<file path="src/rtl/abc_vec_pkg.sv">
// Shared types for the ABC vector driver: run states, table entry layout
// and the deepest response latency the compare pipeline supports.
package abc_vec_pkg;

  typedef enum logic [1:0] {
    IDLE  = 2'd0,
    RUN   = 2'd1,
    DRAIN = 2'd2,
    DONE  = 2'd3
  } state_e;

  typedef struct packed {
    logic a;
    logic b;
    logic c;
    logic exp;
  } vec_t;

  localparam int MAX_RESP_LAT = 3;

  function automatic vec_t make_vec(input logic [2:0] abc, input logic exp_bit);
    vec_t v;
    v.a   = abc[2];
    v.b   = abc[1];
    v.c   = abc[0];
    v.exp = exp_bit;
    return v;
  endfunction

endpackage

</file>
<file path="src/rtl/abc_resp_pipe.sv">
// Delay line carrying (valid, idx, exp) RESP_LAT cycles so each entry meets
// the O it expects; RESP_LAT=0 degenerates to a straight wire.
module abc_resp_pipe #(
  parameter int RESP_LAT = 1,
  parameter int IDX_W    = 3
) (
  input  logic             clk,
  input  logic             reset,
  input  logic             flush,
  input  logic             in_valid,
  input  logic [IDX_W-1:0] in_idx,
  input  logic             in_exp,
  output logic             out_valid,
  output logic [IDX_W-1:0] out_idx,
  output logic             out_exp
);

  if (RESP_LAT == 0) begin : g_pass
    logic unused_s;
    assign unused_s  = ^{clk, reset, flush};
    assign out_valid = in_valid;
    assign out_idx   = in_idx;
    assign out_exp   = in_exp;
  end else begin : g_dly
    logic [RESP_LAT-1:0] vld_r;
    logic [RESP_LAT-1:0] exp_r;
    logic [IDX_W-1:0]    idx_r [RESP_LAT];

    // Shift one stage per clock; a flush drops every pending compare.
    always_ff @(posedge clk or negedge reset) begin
      if (!reset) begin
        vld_r <= '0;
        exp_r <= '0;
        for (int i = 0; i < RESP_LAT; i++) begin
          idx_r[i] <= '0;
        end
      end else begin
        vld_r[0] <= in_valid & ~flush;
        exp_r[0] <= in_exp;
        idx_r[0] <= in_idx;
        for (int i = 1; i < RESP_LAT; i++) begin
          vld_r[i] <= vld_r[i-1] & ~flush;
          exp_r[i] <= exp_r[i-1];
          idx_r[i] <= idx_r[i-1];
        end
      end
    end

    assign out_valid = vld_r[RESP_LAT-1];
    assign out_idx   = idx_r[RESP_LAT-1];
    assign out_exp   = exp_r[RESP_LAT-1];
  end

endmodule

</file>
<file path="src/rtl/abc_vector_driver.sv">
// Self-test vector driver: replays a stored (A,B,C,exp) table into the
// circuit under test and scores O. Define ABC_STOP_ON_FAIL_EN to end a run
// at its first mismatch.
module abc_vector_driver
  import abc_vec_pkg::*;
#(
  parameter int DEPTH    = 8,
  parameter int IDX_W    = $clog2(DEPTH),
  parameter int RESP_LAT = 1
) (
  input  logic             clk,
  input  logic             reset,
  input  logic             wr_en,
  input  logic [IDX_W-1:0] wr_addr,
  input  logic [2:0]       wr_vec,
  input  logic             wr_exp,
  input  logic [IDX_W:0]   len,
  input  logic             start,
  output logic             A,
  output logic             B,
  output logic             C,
  input  logic             O,
  output logic             busy,
  output logic             done,
  output logic [IDX_W:0]   err_cnt,
  output logic [IDX_W-1:0] first_fail,
  output logic             any_fail
);

  localparam logic [IDX_W:0]   DEPTH_L    = (IDX_W+1)'(DEPTH);
  localparam int               DRN_W      = $clog2(MAX_RESP_LAT + 1);
  localparam logic [DRN_W-1:0] DRAIN_INIT = DRN_W'((RESP_LAT > 0) ? RESP_LAT - 1 : 0);

  vec_t             tbl_r [DEPTH];
  state_e           state_r;
  logic [IDX_W:0]   len_r;
  logic [IDX_W:0]   idx_r;
  logic [DRN_W-1:0] drain_r;
  logic             drv_valid_r;
  logic [IDX_W-1:0] drv_idx_r;
  logic             drv_exp_r;
  logic             cmp_valid_s;
  logic [IDX_W-1:0] cmp_idx_s;
  logic             cmp_exp_s;
  logic             mismatch_s;
  logic             stop_s;
  vec_t             cur_s;

  // Table storage has no reset; writes are blocked while a run owns it.
  always_ff @(posedge clk) begin
    if (wr_en && !busy) begin
      tbl_r[wr_addr] <= make_vec(wr_vec, wr_exp);
    end
  end

  assign cur_s      = tbl_r[idx_r[IDX_W-1:0]];
  assign mismatch_s = cmp_valid_s && (O != cmp_exp_s);

`ifdef ABC_STOP_ON_FAIL_EN
  assign stop_s = mismatch_s;
`else
  assign stop_s = 1'b0;
`endif

  abc_resp_pipe #(
    .RESP_LAT (RESP_LAT),
    .IDX_W    (IDX_W)
  ) u_pipe (
    .clk       (clk),
    .reset     (reset),
    .flush     (stop_s),
    .in_valid  (drv_valid_r),
    .in_idx    (drv_idx_r),
    .in_exp    (drv_exp_r),
    .out_valid (cmp_valid_s),
    .out_idx   (cmp_idx_s),
    .out_exp   (cmp_exp_s)
  );

  // Run sequencer: drives one vector per cycle, drains the compare pipe, scores.
  always_ff @(posedge clk or negedge reset) begin
    if (!reset) begin
      state_r     <= IDLE;
      len_r       <= '0;
      idx_r       <= '0;
      drain_r     <= '0;
      A           <= 1'b0;
      B           <= 1'b0;
      C           <= 1'b0;
      drv_valid_r <= 1'b0;
      drv_idx_r   <= '0;
      drv_exp_r   <= 1'b0;
      busy        <= 1'b0;
      done        <= 1'b0;
      err_cnt     <= '0;
      first_fail  <= '0;
      any_fail    <= 1'b0;
    end else begin
      case (state_r)
        IDLE, DONE: begin
          if (start) begin
            len_r      <= len;
            err_cnt    <= '0;
            first_fail <= '0;
            any_fail   <= 1'b0;
            if (len == '0 || len > DEPTH_L) begin
              state_r <= DONE;
              done    <= 1'b1;
            end else begin
              state_r     <= RUN;
              busy        <= 1'b1;
              done        <= 1'b0;
              A           <= tbl_r[0].a;
              B           <= tbl_r[0].b;
              C           <= tbl_r[0].c;
              drv_valid_r <= 1'b1;
              drv_idx_r   <= '0;
              drv_exp_r   <= tbl_r[0].exp;
              idx_r       <= (IDX_W+1)'(1);
            end
          end
        end
        RUN: begin
          if (stop_s) begin
            state_r     <= DONE;
            busy        <= 1'b0;
            done        <= 1'b1;
            drv_valid_r <= 1'b0;
          end else if (idx_r < len_r) begin
            A           <= cur_s.a;
            B           <= cur_s.b;
            C           <= cur_s.c;
            drv_valid_r <= 1'b1;
            drv_idx_r   <= idx_r[IDX_W-1:0];
            drv_exp_r   <= cur_s.exp;
            idx_r       <= idx_r + 1'b1;
          end else begin
            // Last vector already on the pins: A,B,C hold while the pipe empties.
            drv_valid_r <= 1'b0;
            if (RESP_LAT == 0) begin
              state_r <= DONE;
              busy    <= 1'b0;
              done    <= 1'b1;
            end else begin
              state_r <= DRAIN;
              drain_r <= DRAIN_INIT;
            end
          end
        end
        DRAIN: begin
          if (stop_s || drain_r == '0) begin
            state_r <= DONE;
            busy    <= 1'b0;
            done    <= 1'b1;
          end else begin
            drain_r <= drain_r - 1'b1;
          end
        end
        default: begin
          state_r <= IDLE;
          busy    <= 1'b0;
          done    <= 1'b0;
        end
      endcase

      if (mismatch_s) begin
        if (err_cnt != DEPTH_L) begin
          err_cnt <= err_cnt + 1'b1;
        end
        if (!any_fail) begin
          any_fail   <= 1'b1;
          first_fail <= cmp_idx_s;
        end
      end
    end
  end

endmodule
</file>
<file path="config.mk">
export PLATFORM = sky130hd
export DESIGN_NAME = abc_vector_driver
export DESIGN_NICKNAME = d
export VERILOG_FILES = /design/src/rtl/abc_vec_pkg.sv /design/src/rtl/abc_resp_pipe.sv /design/src/rtl/abc_vector_driver.sv
export SDC_FILE = /design/constraint.sdc
export NUM_CORES = 1
export LEC_CHECK = 0
export CAP_MARGIN = 20
export CORE_ASPECT_RATIO = 1.2
export CORE_MARGIN = 2
export CORE_UTILIZATION = 55
export DETAILED_ROUTE_END_ITERATION = 10
export GPL_ROUTABILITY_DRIVEN = 0
export PLACE_DENSITY = 0.77
export SYNTH_ARGS = -nofsm -noshare
export SYNTH_HDL_FRONTEND = slang
export SYNTH_SLANG_ARGS = --single-unit
</file>
<file path="constraint.sdc">
create_clock -name clk -period 4.3 [get_ports clk]
set_input_delay 0.86 -clock clk [delete_from_list [all_inputs] [get_ports clk]]
set_output_delay 0.86 -clock clk [all_outputs]
set_load 0.005 [all_outputs]
</file>
## Yosys cells after proc, flatten, opt, wreduce, memory -nomap -nowiden

Memory sizes are Yosys's and may differ from the RTL's.
Cells that the tools add are included.
W data, S select, Z words.

- Reductions and logical operators: 17
- Mux-type cells: 56
- $add $sub $neg: 3
- Equal/unequal tests: 11
- $lt $le $gt $ge: 2
- Bitwise operators: 1

Operators by type and width:

| operator | number |
|---|---|
| $mux W4 | 7 |
| $mux W1 | 25 |
| $mux W3 | 7 |
| $pmux W1 S2 | 7 |
| $mux W2 | 6 |
| $ne A2 B2 Y1 const B | 6 |
| $reduce_and A3 Y1 | 4 |
| $add A4 B1 Y4 const B | 2 |
| $pmux W4 S2 | 1 |
| $reduce_and A4 Y1 | 2 |
| $pmux W2 S3 | 1 |
| $pmux W3 S2 | 1 |
| $eq A2 B2 Y1 const B | 2 |
| $gt A4 B4 Y1 const B | 1 |
| $logic_not A2 Y1 | 2 |
| $logic_not A4 Y1 | 1 |
| $lt A4 B4 Y1 | 1 |
| $ne A4 B4 Y1 const B | 1 |
| $pmux W2 S2 | 1 |
| $reduce_bool A2 Y1 | 2 |
| $eq A2 B1 Y1 const B | 1 |
| $logic_and A1 B1 Y1 | 2 |
| $reduce_and A2 Y1 | 1 |
| $reduce_or A2 Y1 | 1 |
| 5 further kinds | 5 |

- Bits in writable memories: 32
- Memories: 1
- Output and inout bits: 13
- Register bits after elaboration: 35
- Word-level logic and storage cells: 109

Memories:

| memory | depth | bits a word | read ports | clocked after Yosys merged registers in | wr ports | RTL line | text |
|---|---|---|---|---|---|---|---|
| tbl_r | 8 | 4 | 2 | 0 | 1 | abc_vector_driver.sv:34 | `vec_t tbl_r [DEPTH];` |

## Logic depth before layout (Yosys ltp)

- Word-level depth: 5
- Gate-level depth with buffers: 8

## Hierarchy

A second synthesis with hierarchy kept.

- Cells, all modules: 241
- Area, all modules: 3,080.5 um^2

Modules (own cells, without submodules):

| module | cells each | instances | area an instance (um^2) |
|---|---|---|---|
| abc_vector_driver | 235 | 1 | 2,941.6 |
| abc_resp_pipe | 6 | 1 | 138.9 |

## Worst setup path after synthesis

OpenSTA, ideal clock, no wires.

- Path type: input-to-reg
- Start: input port len[2]
- End: register idx_r[3]
- Path slack: 2,096 ps
- Setup time: 69 ps
- Arrival time: 2,135 ps
- Stages on the path: 5
- Path through: o31a_1 > nor3_4 > a21oi_2 > or4_1 > nand3_1

- Cells in the longest elaborated chain, start to end: 4
- Elaborated cells on any way between the ends: 5
- Those cells by class: order compare: 1; eq/ne: 1; reduce/logical: 3

Ends and longest elaborated chain:

| item | RTL line | text |
|---|---|---|
| from (decl) | abc_vector_driver.sv:17 | `input logic [IDX_W:0] len,` |
| $gt A4 B4 Y1 or $logic_not A4 Y1 (tied branches) | abc_vector_driver.sv:106 | `if (len == '0 \|\| len > DEPTH_L) begin` |
| $logic_or A1 B1 Y1 * | abc_vector_driver.sv:106 |  |
| $ne A2 B2 Y1 (no line) * | n/a |  |
| $reduce_and A4 Y1 (no line) * | n/a |  |
| to (signal assigned) | abc_vector_driver.sv:119 | `idx_r <= (IDX_W+1)'(1);` |
| to (signal assigned) | abc_vector_driver.sv:136 | `idx_r <= idx_r + 1'b1;` |
| to (decl) | abc_vector_driver.sv:37 | `logic [IDX_W:0] idx_r;` |

Every way passes the cells marked *; elsewhere a longest branch is shown, timed or not.
A chain may end at the register's enable or synchronous reset.

## Worst setup path in the final report

- Start: input port start
- End: register idx_r[3]

- Cells in the longest elaborated chain, start to end: 2

Ends and longest elaborated chain:

| item | RTL line | text |
|---|---|---|
| from (decl) | abc_vector_driver.sv:18 | `input logic start,` |
| $ne A2 B2 Y1 (no line) | n/a |  |
| $reduce_and A4 Y1 (no line) | n/a |  |

No other way between the ends.

==> results.cfg <==
[setup_path]
worstSetupEndpointType = flip-flop
critPathSlowestCell = or4_1
critical_path_buf_inv_count = 1
critPathMaxStageDelay_ns = 0.55
cp-start-kind = input pin
worstPathMaxFanout = 13
crit_required_ns = 4.58
path_cells = clkdlybuf4s50_1 > nand2_1 > nor3_4 > a21oi_2 > or4_1 > nand3_1
path_delay_family = simple AND/OR/NAND/NOR gates
arrival_ns = 3.03
critPathKind = input pin to flip-flop

[logic_synthesis]
synthTopCellsByCount = nand2_1, dfrtp_1, edfxtp_1
syn_inst = 246
synth_most_common_cell = nand2_1
yosysSeqAreaShare_pct = 59.1
syn_area_mm2 = 0.00311
dominantRegCellSynth = dfrtp_1
avgSynthCellArea_um2 = 12.6
synth-edff-count = 32
synth_top_area_share_pct = 30.9
synth_area_leaders = edfxtp_1, dfrtp_1, mux4_2
synth_fp_nets = 271
ys_async_sr_fraction_pct = 52.2
synth.distinct_cells = 48
synth_warnings = 0
yosysTopAreaCell = edfxtp_1
ys_seq_elements = 67

[global_routing]
antenna_found_initial = 0
grt_max_degree = 36
grt_use_total_pct = 21.0
gr-total-overflow = 0
first_global_vias = 2178
grt_pass1_wl_um = 9890

[die]
rows = 30
io_pins = 29
dieArea_mm2 = 0.00627
die_h_um = 86.3
initial_utilization_pct = 55.9
die_w_um = 72.6
core_mm2 = 0.00556

[run_status]
status = finished clean

[sta]
report.final.setup_viol = 0
maxSlewHeadroom_pct = 42.7
setup_tns_ns = 0
worst_clock_skew_ns = 0.00723
post-route-period-util_pct = 63.9
finalHoldViolations = 0
tightest_slew_ns = 0.856
min_period_ns = 2.75
finalHoldWorstSlack_ns = 0.397
rsz0062_at_grt = no
fmax_mhz = 364
slew_viol_final = 0
layout_setup_ws_ns = 1.55

[clock_network]
clock-sinks = 67
postCtsHoldBufs = 0
clockBufferDepth = 2
cts_resized = 0
numCtsBuffers = 9
cts_root_buf = clkbuf_8
clkSlewWorstSetupHoldPaths_ns = 0.08
htree_levels = 3
worstSkewPairLatency_ns = 0.34
postCtsSetupRepairBufs = 0
cts_tree = built

[final_layout]
final_cell_count_no_fill = 345
nets = 301
num-fill-cells = 421
diodes = 0
final_util_pct = 66.3
design_area_mm2 = 0.00368
seq_area_mm2 = 0.00184
drive_gt1_share_pct = 14.9
multi_input_area_mm2 = 0.00118
synthToLayoutAreaGrowth_pct = 18.6

[detailed_routing]
wl_per_cell_um = 16.4
routed-via-count = 2021
ant_nets = 0
drt_wl_total_um = 5650
drt_iter0_markers = 107
drc = 0
firstDrtPassIters = 4
vias_per_cell = 5.86

[pwr]
finalPower_mw = 2.29
p_sw_mw = 0.746
combinationalPowerShare_pct = 31.8
ir_drop_v = 0.000383
powerDensity_mw_per_mm2 = 622
pwr-share-seq_pct = 40.1
total_leakage_power_nw = 1.44
internal_power_mw = 1.55
switching_share_pct = 32.6
clockPowerShare_pct = 28.1

[placement]
dp_slack_ns = 1.21
placed_cell_area_mm2 = 0.00344
io_buffers = 28
dp_hpwl_um = 3940
dp.cells = 329

[job]
maxCapViolations = 0

[worst_hold_path]
min_path_type = flip-flop to flip-flop
[cell families (layout without fill, tap and decap cells)]
group | after synthesis | in the layout | share of synthesized area, %
buffers and inverters | 23 | 58 | 2.90
XOR/XNOR | 2 | 2 | 0.564
multiplexers | 20 | 20 | 9.99
AO/OA/AOI/OAI | 47 | 47 | 11.4
adder cells (fa/ha/maj) | 9 | 9 | 3.62
AND/OR/NAND/NOR | 78 | 78 | 12.4
flip-flops | 67 | 67 | 59.1
[final timing paths]
check,start,endpoint,slack (ns),depth (start not counted)
min,drv_valid_r,u_pipe.out_valid,0.40,0
max reg2reg,state_r[0],idx_r[3],1.84,7
max,start,idx_r[3],1.55,6
min in group asynchronous,reset,len_r[2],0.92,2
min reg2reg,drv_valid_r,u_pipe.out_valid,0.40,0
max in group asynchronous,reset,drain_r[1],3.06,2
[layer usage]
| layer | wire, µm | global-route usage (%) | up-vias | part of all wire [%] |
|---|---|---|---|---|
| met5 | 0 | 0 | - | 0 |
| met4 | 139 | 12.8 | 0 | 2.5 |
| met3 | 186 | 4.42 | 13 | 3.3 |
| met2 | 2990 | 35.5 | 50 | 53 |
| met1 | 2340 | 24.3 | 973 | 41 |
| li1 | - | - | 985 | - |
[cells in the final DEF (no fill, tap or decap), types with 3 or more instances in the layout]
| master | count |
|---|---|
| nor2_1 | 12 |
| mux2i_1 | 4 |
| a31oi_1 | 6 |
| a21oi_1 | 3 |
| o22ai_1 | 4 |
| clkbuf_8 | 9 |
| inv_1 | 12 |
| nand3_1 | 10 |
| a21o_1 | 3 |
| bufinv_16 | 3 |
| ha_1 | 9 |
| edfxtp_1 | 32 |
| mux2_2 | 8 |
| o21ai_0 | 10 |
| mux4_2 | 8 |
| nand2b_1 | 5 |
| dfrtp_1 | 35 |
| nand2_1 | 37 |
| nand3b_1 | 3 |
| o211ai_1 | 3 |
| clkdlybuf4s50_1 | 28 |
[power groups by stage]
| stage | logic, mW | clock network [mW] | registers, mW |
|---|---|---|---|
| 2_1_floorplan | 0.537 | 0 | 0.888 |
| 3_3_place_gp | 0.717 | 0 | 0.930 |
| 3_5_place_dp | 0.733 | 0 | 0.934 |
| 4_1_cts | 0.736 | 0.649 | 0.922 |
| 5_1_grt | 0.834 | 0.677 | 0.943 |
| 6_report | 0.730 | 0.643 | 0.919 |
[registers in the layout, summed over array words and instances, names as in the netlist, named ones only]
| signal | flops |
|---|---|
| tbl_r | 32 |
| idx_r | 4 |
| len_r | 4 |
| drv_idx_r | 3 |
| err_cnt | 3 |
| first_fail | 3 |
| u_pipe.out_idx | 3 |
| drain_r | 2 |
| state_r | 2 |
| A | 1 |
| B | 1 |
| C | 1 |
| any_fail | 1 |
| busy | 1 |
| done | 1 |
| drv_exp_r | 1 |
| drv_valid_r | 1 |
| u_pipe.out_exp | 1 |
| u_pipe.out_valid | 1 |
[worst register-to-register path, cell delays in order (launching register included)]
cell     delay, ns
dfrtp_1       0.38
inv_1         0.05
ha_1          0.33
nand2_1       0.34
nor3_4        0.49
a21oi_2       0.17
or4_1         0.55
nand3_1       0.10
[cell type report]
class / instances / share of cell area, %
clock buffer: 9 / 3.36
multi-input combinational: 156 / 32.0
inverter: 12 / 1.22
clock inverter: 7 / 3.36
timing repair buffer: 30 / 8.01
sequential: 67 / 49.8
tap: 64 / 2.17
(Power assumes the default switching activity.)
